[src/rtl/pipeline_hazard_ctrl_if.sv]
// Hazard-control bundle: stage state from the pipeline, register controls back to it.
// master = the hazard controller, slave = the pipeline datapath.
interface pipeline_hazard_ctrl_if #(
    parameter int CNT_W = 16
);
    logic             memRead_EX;
    logic [4:0]       targetReg_EX;
    logic [4:0]       Rn_ID;
    logic [4:0]       Rm_ID;
    logic             useRn_ID;
    logic             useRm_ID;
    logic             PCSrc;
    logic             mem_req;
    logic             mem_ready;
    logic             pc_we;
    logic             if_id_we;
    logic             id_ex_we;
    logic             ex_mem_we;
    logic             if_id_flush;
    logic             id_ex_bubble;
    logic             mem_wb_bubble;
    logic             mem_err;
    logic [1:0]       hz_state;
    logic [CNT_W-1:0] stall_cnt;
    logic [CNT_W-1:0] flush_cnt;

    modport master (
        input  memRead_EX, targetReg_EX, Rn_ID, Rm_ID, useRn_ID, useRm_ID,
               PCSrc, mem_req, mem_ready,
        output pc_we, if_id_we, id_ex_we, ex_mem_we, if_id_flush, id_ex_bubble,
               mem_wb_bubble, mem_err, hz_state, stall_cnt, flush_cnt
    );

    modport slave (
        output memRead_EX, targetReg_EX, Rn_ID, Rm_ID, useRn_ID, useRm_ID,
               PCSrc, mem_req, mem_ready,
        input  pc_we, if_id_we, id_ex_we, ex_mem_we, if_id_flush, id_ex_bubble,
               mem_wb_bubble, mem_err, hz_state, stall_cnt, flush_cnt
    );
endinterface

[src/rtl/pipeline_hazard_ctrl.sv]
// Stall/flush scheduler for the 5-stage pipeline: load-use, taken branch, data-memory wait.
// Optional HAZARD_PERF_EN adds saturating stall/flush performance counters.
module pipeline_hazard_ctrl #(
    parameter int MEM_TIMEOUT = 15,
    parameter int CNT_W       = 16
) (
    input logic                   clk,
    input logic                   rst,
    pipeline_hazard_ctrl_if.master hz
);
    localparam int TW = $clog2(MEM_TIMEOUT + 1);

    typedef enum logic [1:0] {
        RUN      = 2'd0,
        LU_HOLD  = 2'd1,
        MEM_WAIT = 2'd2
    } state_e;

    state_e          state_q, state_d;
    logic [TW-1:0]   timer_q, timer_d;
    logic            err_q, err_d;
    logic            lu, ms;
    logic            pc_we, if_id_we, id_ex_we, ex_mem_we;
    logic            if_id_flush, id_ex_bubble, mem_wb_bubble;

    assign lu = hz.memRead_EX && (hz.targetReg_EX != 5'd31) &&
                ((hz.useRn_ID && (hz.Rn_ID == hz.targetReg_EX)) ||
                 (hz.useRm_ID && (hz.Rm_ID == hz.targetReg_EX)));
    assign ms = hz.mem_req && !hz.mem_ready;

    always_comb begin
        state_d       = state_q;
        timer_d       = timer_q;
        err_d         = err_q;
        pc_we         = 1'b1;
        if_id_we      = 1'b1;
        id_ex_we      = 1'b1;
        ex_mem_we     = 1'b1;
        if_id_flush   = 1'b0;
        id_ex_bubble  = 1'b0;
        mem_wb_bubble = 1'b0;
        case (state_q)
            RUN, LU_HOLD: begin
                if (ms) begin
                    {pc_we, if_id_we, id_ex_we, ex_mem_we} = '0;
                    mem_wb_bubble = 1'b1;
                    state_d       = MEM_WAIT;
                    timer_d       = TW'(1);
                end else if (state_q == RUN && hz.PCSrc) begin
                    if_id_flush  = 1'b1;
                    id_ex_bubble = 1'b1;
                    state_d      = RUN;
                end else if (state_q == RUN && lu) begin
                    pc_we        = 1'b0;
                    if_id_we     = 1'b0;
                    id_ex_bubble = 1'b1;
                    state_d      = LU_HOLD;
                end else begin
                    state_d = RUN;
                end
            end
            MEM_WAIT: begin
                // EX is frozen here, so branch and load-use wait until exit.
                if (hz.mem_ready) begin
                    state_d = RUN;
                    timer_d = '0;
                end else begin
                    {pc_we, if_id_we, id_ex_we, ex_mem_we} = '0;
                    mem_wb_bubble = 1'b1;
                    if (timer_q == TW'(MEM_TIMEOUT)) begin
                        err_d = 1'b1;
                    end else begin
                        timer_d = timer_q + 1'b1;
                    end
                end
            end
            default: state_d = RUN;
        endcase
        if (rst) begin
            {pc_we, if_id_we, id_ex_we, ex_mem_we} = '0;
            {if_id_flush, id_ex_bubble, mem_wb_bubble} = '1;
        end
    end

    always_ff @(posedge clk) begin
        if (rst) begin
            state_q <= RUN;
            timer_q <= '0;
            err_q   <= 1'b0;
        end else begin
            state_q <= state_d;
            timer_q <= timer_d;
            err_q   <= err_d;
        end
    end

`ifdef HAZARD_PERF_EN
    logic [CNT_W-1:0] stall_q, flush_q;

    always_ff @(posedge clk) begin
        if (rst) begin
            stall_q <= '0;
            flush_q <= '0;
        end else begin
            if (!pc_we && stall_q != '1) stall_q <= stall_q + 1'b1;
            if (if_id_flush && flush_q != '1) flush_q <= flush_q + 1'b1;
        end
    end

    assign hz.stall_cnt = stall_q;
    assign hz.flush_cnt = flush_q;
`else
    assign hz.stall_cnt = '0;
    assign hz.flush_cnt = '0;
`endif

    assign hz.pc_we         = pc_we;
    assign hz.if_id_we      = if_id_we;
    assign hz.id_ex_we      = id_ex_we;
    assign hz.ex_mem_we     = ex_mem_we;
    assign hz.if_id_flush   = if_id_flush;
    assign hz.id_ex_bubble  = id_ex_bubble;
    assign hz.mem_wb_bubble = mem_wb_bubble;
    assign hz.mem_err       = err_q;
    assign hz.hz_state      = state_q;
endmodule

[src/flat_wrapper.sv]
// flat-port wrapper written by rule: the top's interface ports become plain ports
module pipeline_hazard_ctrl_flat 
#(
    parameter int MEM_TIMEOUT = 15,
    parameter int CNT_W       = 16
)
  (clk, rst, hz_memRead_EX, hz_targetReg_EX, hz_Rn_ID, hz_Rm_ID, hz_useRn_ID, hz_useRm_ID, hz_PCSrc, hz_mem_req, hz_mem_ready, hz_pc_we, hz_if_id_we, hz_id_ex_we, hz_ex_mem_we, hz_if_id_flush, hz_id_ex_bubble, hz_mem_wb_bubble, hz_mem_err, hz_hz_state, hz_stall_cnt, hz_flush_cnt);
  pipeline_hazard_ctrl_if #(.CNT_W(CNT_W)) hz_i ();
  input logic clk;
  input logic rst;
  input wire logic [$bits(hz_i.memRead_EX)-1:0] hz_memRead_EX;
  input wire logic [$bits(hz_i.targetReg_EX)-1:0] hz_targetReg_EX;
  input wire logic [$bits(hz_i.Rn_ID)-1:0] hz_Rn_ID;
  input wire logic [$bits(hz_i.Rm_ID)-1:0] hz_Rm_ID;
  input wire logic [$bits(hz_i.useRn_ID)-1:0] hz_useRn_ID;
  input wire logic [$bits(hz_i.useRm_ID)-1:0] hz_useRm_ID;
  input wire logic [$bits(hz_i.PCSrc)-1:0] hz_PCSrc;
  input wire logic [$bits(hz_i.mem_req)-1:0] hz_mem_req;
  input wire logic [$bits(hz_i.mem_ready)-1:0] hz_mem_ready;
  output wire logic [$bits(hz_i.pc_we)-1:0] hz_pc_we;
  output wire logic [$bits(hz_i.if_id_we)-1:0] hz_if_id_we;
  output wire logic [$bits(hz_i.id_ex_we)-1:0] hz_id_ex_we;
  output wire logic [$bits(hz_i.ex_mem_we)-1:0] hz_ex_mem_we;
  output wire logic [$bits(hz_i.if_id_flush)-1:0] hz_if_id_flush;
  output wire logic [$bits(hz_i.id_ex_bubble)-1:0] hz_id_ex_bubble;
  output wire logic [$bits(hz_i.mem_wb_bubble)-1:0] hz_mem_wb_bubble;
  output wire logic [$bits(hz_i.mem_err)-1:0] hz_mem_err;
  output wire logic [$bits(hz_i.hz_state)-1:0] hz_hz_state;
  output wire logic [$bits(hz_i.stall_cnt)-1:0] hz_stall_cnt;
  output wire logic [$bits(hz_i.flush_cnt)-1:0] hz_flush_cnt;
  assign hz_i.memRead_EX = hz_memRead_EX;
  assign hz_i.targetReg_EX = hz_targetReg_EX;
  assign hz_i.Rn_ID = hz_Rn_ID;
  assign hz_i.Rm_ID = hz_Rm_ID;
  assign hz_i.useRn_ID = hz_useRn_ID;
  assign hz_i.useRm_ID = hz_useRm_ID;
  assign hz_i.PCSrc = hz_PCSrc;
  assign hz_i.mem_req = hz_mem_req;
  assign hz_i.mem_ready = hz_mem_ready;
  assign hz_pc_we = hz_i.pc_we;
  assign hz_if_id_we = hz_i.if_id_we;
  assign hz_id_ex_we = hz_i.id_ex_we;
  assign hz_ex_mem_we = hz_i.ex_mem_we;
  assign hz_if_id_flush = hz_i.if_id_flush;
  assign hz_id_ex_bubble = hz_i.id_ex_bubble;
  assign hz_mem_wb_bubble = hz_i.mem_wb_bubble;
  assign hz_mem_err = hz_i.mem_err;
  assign hz_hz_state = hz_i.hz_state;
  assign hz_stall_cnt = hz_i.stall_cnt;
  assign hz_flush_cnt = hz_i.flush_cnt;
  pipeline_hazard_ctrl #(.MEM_TIMEOUT(MEM_TIMEOUT), .CNT_W(CNT_W)) u_core (.clk(clk), .rst(rst), .hz(hz_i));
endmodule
[config.mk]
export PLATFORM = sky130hd
export DESIGN_NAME = pipeline_hazard_ctrl_flat
export DESIGN_NICKNAME = d
export VERILOG_FILES = /design/src/rtl/pipeline_hazard_ctrl_if.sv /design/src/rtl/pipeline_hazard_ctrl.sv /design/src/flat_wrapper.sv
export SDC_FILE = /design/constraint.sdc
export NUM_CORES = 1
export LEC_CHECK = 0
export BUFFER_PORTS_ARGS = -buffer_cell sky130_fd_sc_hd__buf_2
export CAP_MARGIN = 5
export CORE_MARGIN = 4
export CORE_UTILIZATION = 38
export CTS_CLUSTER_SIZE = 24
export DETAILED_ROUTE_END_ITERATION = 8
export PLACE_DENSITY = 0.8
export SLEW_MARGIN = 20
export SYNTH_ARGS = -nofsm -noshare
export SYNTH_HDL_FRONTEND = slang
export SYNTH_SLANG_ARGS = --single-unit
[constraint.sdc]
create_clock -name clk -period 2 [get_ports clk]
set_input_delay 0.1 -clock clk [delete_from_list [all_inputs] [get_ports clk]]
set_output_delay 0.1 -clock clk [all_outputs]
set_load 0.01 [all_outputs]
==> results of run 1 <==
routing by layer:
layer	global-route usage (%)	up-vias	wire length (um)
li1	-	328	-
met5	0	-	0
met3	5.07	2	244
met1	10.4	299	543
met4	1.28	0	6
met2	24.2	49	930
state kept, by name, indices dropped and copies added (netlist names):
name	count
u_core.hz.hz_state	2
u_core.timer_q	4
u_core.hz.mem_err	1
final cells by class:
| class | instances | area, um^2 | area share (%) |
|---|---|---|---|
| clock buffer | 4 | 26.3 | 3.12 |
| sequential | 7 | 140 | 16.6 |
| multi-input combinational | 83 | 465 | 55.3 |
| tap | 25 | 31.3 | 3.71 |
| timing repair buffer | 32 | 160 | 19.0 |
| inverter | 5 | 18.8 | 2.23 |
kinds of logic after synthesis:
group,count (synthesis),synth area share [%]
buffers and inverters,40,36.2
AND/OR/NAND/NOR,22,17.5
AO/OA/AOI/OAI,17,13.2
XOR/XNOR,10,11.4
flip-flops,7,18.3
adder cells (fa/ha/maj),1,1.63
other,1,0.489
multiplexers,1,1.31
power groups by stage:
stage | sequential [mW] | combinational [mW] | clock, mW
3_5_place_dp | 0.149 | 0.132 | 0
3_3_place_gp | 0.149 | 0.127 | 0
4_1_cts | 0.146 | 0.132 | 0.133
5_1_grt | 0.147 | 0.148 | 0.140
6_report | 0.147 | 0.134 | 0.128
2_1_floorplan | 0.149 | 0.132 | 0
cell usage in the layout (no fill, tap or decap), types with 2 or more instances in the layout:
cell type	netlist	routed
nor2_1	5	5
inv_1	5	5
or3_2	2	2
a31o_2	2	2
clkbuf_4	0	3
o21ai_0	4	4
dfxtp_1	7	7
conb_1	1	32
nand4_1	2	2
nor2b_1	2	2
a21oi_1	7	7
buf_2	0	32
nand2_1	4	4
a31oi_1	2	2
xnor2_1	10	10
per-stage QoR:
stage	hold slack [ps]	instances	area (um^2)
2_1_floorplan	284	130	883
3_3_place_gp	375	152	816
3_5_place_dp	381	152	816
4_1_cts	116	156	842
5_1_grt	131	156	842
6_report	121	156	842
path summary, 6_finish.rpt:
kind	end	start
hold reg to reg	u_core.timer_q[1]$_SDFFE_PP0P_	u_core.timer_q[1]$_SDFFE_PP0P_
setup reg to reg	u_core.timer_q[1]$_SDFFE_PP0P_	u_core.timer_q[0]$_SDFFE_PP0P_
hold / removal	u_core.timer_q[1]$_SDFFE_PP0P_	rst
setup / recovery	u_core.timer_q[1]$_SDFFE_PP0P_	u_core.timer_q[0]$_SDFFE_PP0P_
==> results.yml, run 1 <==
run_status:
  status: "finished clean"
setup_path:
  worst-path-stages: 5
  start_kind: "flip-flop"
  required_ps: 2180
  cp_top_family: "simple AND/OR/NAND/NOR gates"
  path_buf_inv: 0
  r2r_slack_ps: 260
  path_class: "reg2reg"
  end_kind: "flip-flop"
  reg2reg_depth: 5
  critPathMaxStageDelay_ps: 520
  critPathSlowestCell: "or4b_1"
  crit_fanout: 7
  cp_data_arrival_time_ps: 1920
  crit_chain: "ha_1 > and4b_1 > o22a_2 > or4b_1 > a21oi_1"
yosys:
  ys_warn_count: 0
  synth.cell_area_um2: 767
  yosysUniqueCellTypes: 26
  synthArstFlopShare_pct: 0
  ys_seq_elements: 7
  ys_seq_area_share_pct: 18.3
  ys_top_cells_by_count: "buf_4, xnor2_1, a21oi_1, dfxtp_1"
  synth_top_area_share_pct: 33.3
  yosys-top-cells-area: "buf_4, dfxtp_1, xnor2_1, a21oi_1, o21ai_0"
  synth_flop_cell: "dfxtp_1"
  synth_cells: 99
  synth_top_area_cell: "buf_4"
  syn_avg_cell_area_um2: 7.75
  synth.most_common_cell: "buf_4"
  synth_edf_count: 0
power:
  swShare_pct: 33.6
  power.total_mw: 0.409
  seq_power_share_pct: 35.9
  ir_worst_vdd_mv: 0.300
  comb_power_share_pct: 32.8
  leakagePower_nw: 0.430
  p_switching_mw: 0.137
  p_int_mw: 0.271
  cellPowerDensity_nw_per_um2: 485
  clockPowerShare_pct: 31.4
placed_design:
  portBuffers: 32
  dp_slack_ps: 306
  gp_congestion: 0.750
  dp_hpwl_mm: 1.51
cts:
  numCtsBuffers: 3
  cts-root-buf: "clkbuf_4"
  cts.clk_slew.worst_paths_ps: 50
  cts_tree: "done"
  ctsHoldBuffers: 0
  clk_latency_ps: 250
  post_cts_buffers: 0
  h-tree-depth: 1
  cts_resized: 0
  cts.sinks: 7
  clockBufferDepth: 2
die:
  die_h_um: 52.9
  io_pins: 65
  start_util_pct: 42.1
  die_x_um: 52.9
  rows: 15
  coreArea_um2: 1820
  die-area_um2: 2800
layout:
  utilization_pct: 46.3
  drive_gt1_share_pct: 31.3
  nets: 156
  diodes: 0
  n_fill_cell: 197
  syn2layout_area_growth_pct: 9.79
route:
  via_per_inst: 4.35
  drt_first_pass_iters: 6
  ant_nets: 0
  drtIter0Drc: 11
  vias: 678
  wl_mm: 1.72
  drc: 0
  wl_per_cell_um: 11.1
sta:
  rsz0062_at_grt: "false"
  finClkSkew_ps: 3.59
  fin_crit_sh_pct: 87.1
  clock.fmax_mhz: 574
  min_period_ps: 1740
  setup_viol: 0
  setup_tns_ps: 0
  final.setup.worst_slack_ps: 258
  slew_viol_final: 0
  finalHoldViolations: 0
grt:
  antenna_found_initial: 0
  grt_start_max_net_pins: 9
  grt_overflow: 0
  grt_pass1_vias: 647
  gr-usage-all-layers_pct: 11.7
  grt_first_pass_wirelength_mm: 2.47
job:
  drv_cap: 0
min_path:
  min_path_type: "in2reg"
  worstHoldPathCells: 2
Power figures use the tool's default switching activity.
==> run 2: changes to the inputs <==
--- a/config.mk
+++ b/config.mk
@@ -5,13 +5,15 @@
 export SDC_FILE = /design/constraint.sdc
 export NUM_CORES = 1
 export LEC_CHECK = 0
-export BUFFER_PORTS_ARGS = -buffer_cell sky130_fd_sc_hd__buf_2
+export BUFFER_PORTS_ARGS = -buffer_cell sky130_fd_sc_hd__buf_4
 export CAP_MARGIN = 5
 export CORE_MARGIN = 4
-export CORE_UTILIZATION = 38
+export CORE_UTILIZATION = 39
+export CTS_BUF_LIST = sky130_fd_sc_hd__clkbuf_8
 export CTS_CLUSTER_SIZE = 24
 export DETAILED_ROUTE_END_ITERATION = 8
-export PLACE_DENSITY = 0.8
+export HOLD_SLACK_MARGIN = 0.15
+export PLACE_DENSITY = 0.82
 export SLEW_MARGIN = 20
 export SYNTH_ARGS = -nofsm -noshare
 export SYNTH_HDL_FRONTEND = slang
==> results.yml, run 2 (synthesis gave the netlist of run 1 again) <==
die:
  io_pins: 65
  rows: 15
  die-area_um2: 2740
  die_x_um: 52.3
  start_util_pct: 42.6
  die_h_um: 52.3
  coreArea_um2: 1800
min_path:
  min-delay-start: "hz_mem_ready"
  worstHoldPathCells: 3
  hold_end: "u_core.timer_q[1]$_SDFFE_PP0P_"
  min_path_type: "in2reg"
grt:
  grt_first_pass_wirelength_mm: 2.64
  antenna_found_initial: 0
  grt_overflow: 0
  gr-usage-all-layers_pct: 13.0
  grt_pass1_vias: 662
  grt_start_max_net_pins: 9
cts:
  post_cts_buffers: 0
  h-tree-depth: 1
  cts_tree: "done"
  cts.sinks: 7
  clockBufferDepth: 2
  numCtsBuffers: 3
  clk_latency_ps: 230
  cts-root-buf: "clkbuf_8"
  cts.clk_slew.worst_paths_ps: 40
power:
  comb_power_share_pct: 30.6
  clockPowerShare_pct: 39.7
  swShare_pct: 30.0
  p_switching_mw: 0.149
  p_int_mw: 0.348
  leakagePower_nw: 0.471
  seq_power_share_pct: 29.6
  cellPowerDensity_nw_per_um2: 522
  ir_worst_vdd_mv: 0.304
sta:
  setup_tns_ps: 0
  finClkSkew_ps: 0.437
  clock.fmax_mhz: 582
  fin_crit_sh_pct: 85.9
  setup_viol: 0
  rsz0062_at_grt: "false"
  min_period_ps: 1720
  slew_viol_final: 0
  finalHoldViolations: 0
  final.setup.worst_slack_ps: 281
layout:
  utilization_pct: 52.8
  largest_register_ffs: 4
  layout_common_cells: "conb_1, buf_4, xnor2_1"
  syn2layout_area_growth_pct: 24.0
  nets: 157
  drive_gt1_share_pct: 31.1
  top_register: "u_core.timer_q"
  diodes: 0
  final_area_um2: 951
setup_path:
  cp_data_arrival_time_ps: 1620
  r2r_slack_ps: 290
  reg2reg_depth: 5
  path_class: "reg2out"
  start_kind: "flip-flop"
  required_ps: 1900
  reg2reg_to: "u_core.timer_q[1]$_SDFFE_PP0P_"
  rr_startpoint: "u_core.timer_q[0]$_SDFFE_PP0P_"
  crit_fanout: 6
  end_kind: "primary output"
placed_design:
  dp_slack_ps: 304
  dp_hpwl_mm: 1.48
  placed_cell_area_um2: 896
  portBuffers: 32
  gp_congestion: 0.751
route:
  wl_per_cell_um: 10.6
  drtIter0Drc: 2
  drt_first_pass_iters: 4
  drc: 0
  vias: 676
  via_per_inst: 4.31
  ant_nets: 0
  wl_mm: 1.67
run_status:
  status: "finished clean"
job:
  drv_cap: 0
## run 2: changes by cell type in the layout (fill, tap and decap cells not counted)
| cell | before | now |
|---|---|---|
| buf_4 | 0 | 32 |
| dlygate4sd3_1 | 0 | 1 |
| clkbuf_8 | 0 | 3 |
| clkbuf_4 | 3 | 0 |
| clkbuf_1 | 1 | 0 |
| inv_1 | 5 | 6 |
| buf_2 | 32 | 0 |
## run 2: final cells by class
cell class | instances | area [um^2]
fill | 178 | 851
multi-input combinational | 83 | 465
timing repair buffer | 33 | 250
sequential | 7 | 140
clock buffer | 3 | 41.3
tap | 25 | 31.3
inverter | 5 | 18.8
clock inverter | 1 | 3.75
## run 2: power by group through the flow
stage	registers (mW)	logic (mW)	clock network (mW)
finish	0.147	0.152	0.197
global route	0.148	0.168	0.209
CTS	0.147	0.152	0.202
detailed placement	0.149	0.150	0
global placement	0.149	0.146	0
floorplan	0.149	0.132	0
## run 2: how the worst max path moves through the flow
stage | from | endpoint | slack [ps] | cells past startpoint
finish | u_core.hz.hz_state[1]$_SDFFE_PP0P_ | hz_if_id_we | 280 | 6
global route | u_core.hz.hz_state[1]$_SDFFE_PP0P_ | hz_if_id_we | 120 | 6
CTS | u_core.hz.hz_state[1]$_SDFFE_PP0P_ | hz_if_id_we | 270 | 6
detailed placement | u_core.timer_q[0]$_SDFFE_PP0P_ | u_core.timer_q[1]$_SDFFE_PP0P_ | 300 | 5
global placement | u_core.timer_q[0]$_SDFFE_PP0P_ | u_core.timer_q[1]$_SDFFE_PP0P_ | 360 | 5
floorplan | u_core.hz.hz_state[1]$_SDFFE_PP0P_ | hz_pc_we | 360 | 6
## run 2: worst max-delay path, cell delays in order (launching register included)
cell and delay [ps]:
dfxtp_1 430, nand2b_1 190, a21oi_1 100, nor2_1 190
inv_1 80, a31oi_1 220, buf_4 170
## run 2: stage by stage
step	power [mW]	hold slack [ps]	instances
finish	0.497	221	157
global route	0.525	242	157
CTS	0.501	213	157
detailed placement	0.299	334	152
global placement	0.295	335	152
floorplan	0.282	284	130
## run 2: timing repair
| item | CTS | global route |
|---|---|---|
| hold endpoints to repair | 4 | 0 |
| hold buffers | 1 | 0 |
| resized for setup | 0 | 0 |
## run 2: routing by layer
| metal | GRT usage (%) | wire (um) | vias to the layer above |
|---|---|---|---|
| met5 | 0 | 0 | - |
| met4 | 7.23 | 19 | 0 |
| met3 | 5.13 | 238 | 2 |
| met2 | 25.0 | 868 | 41 |
| met1 | 11.0 | 538 | 302 |
| li1 | - | - | 331 |
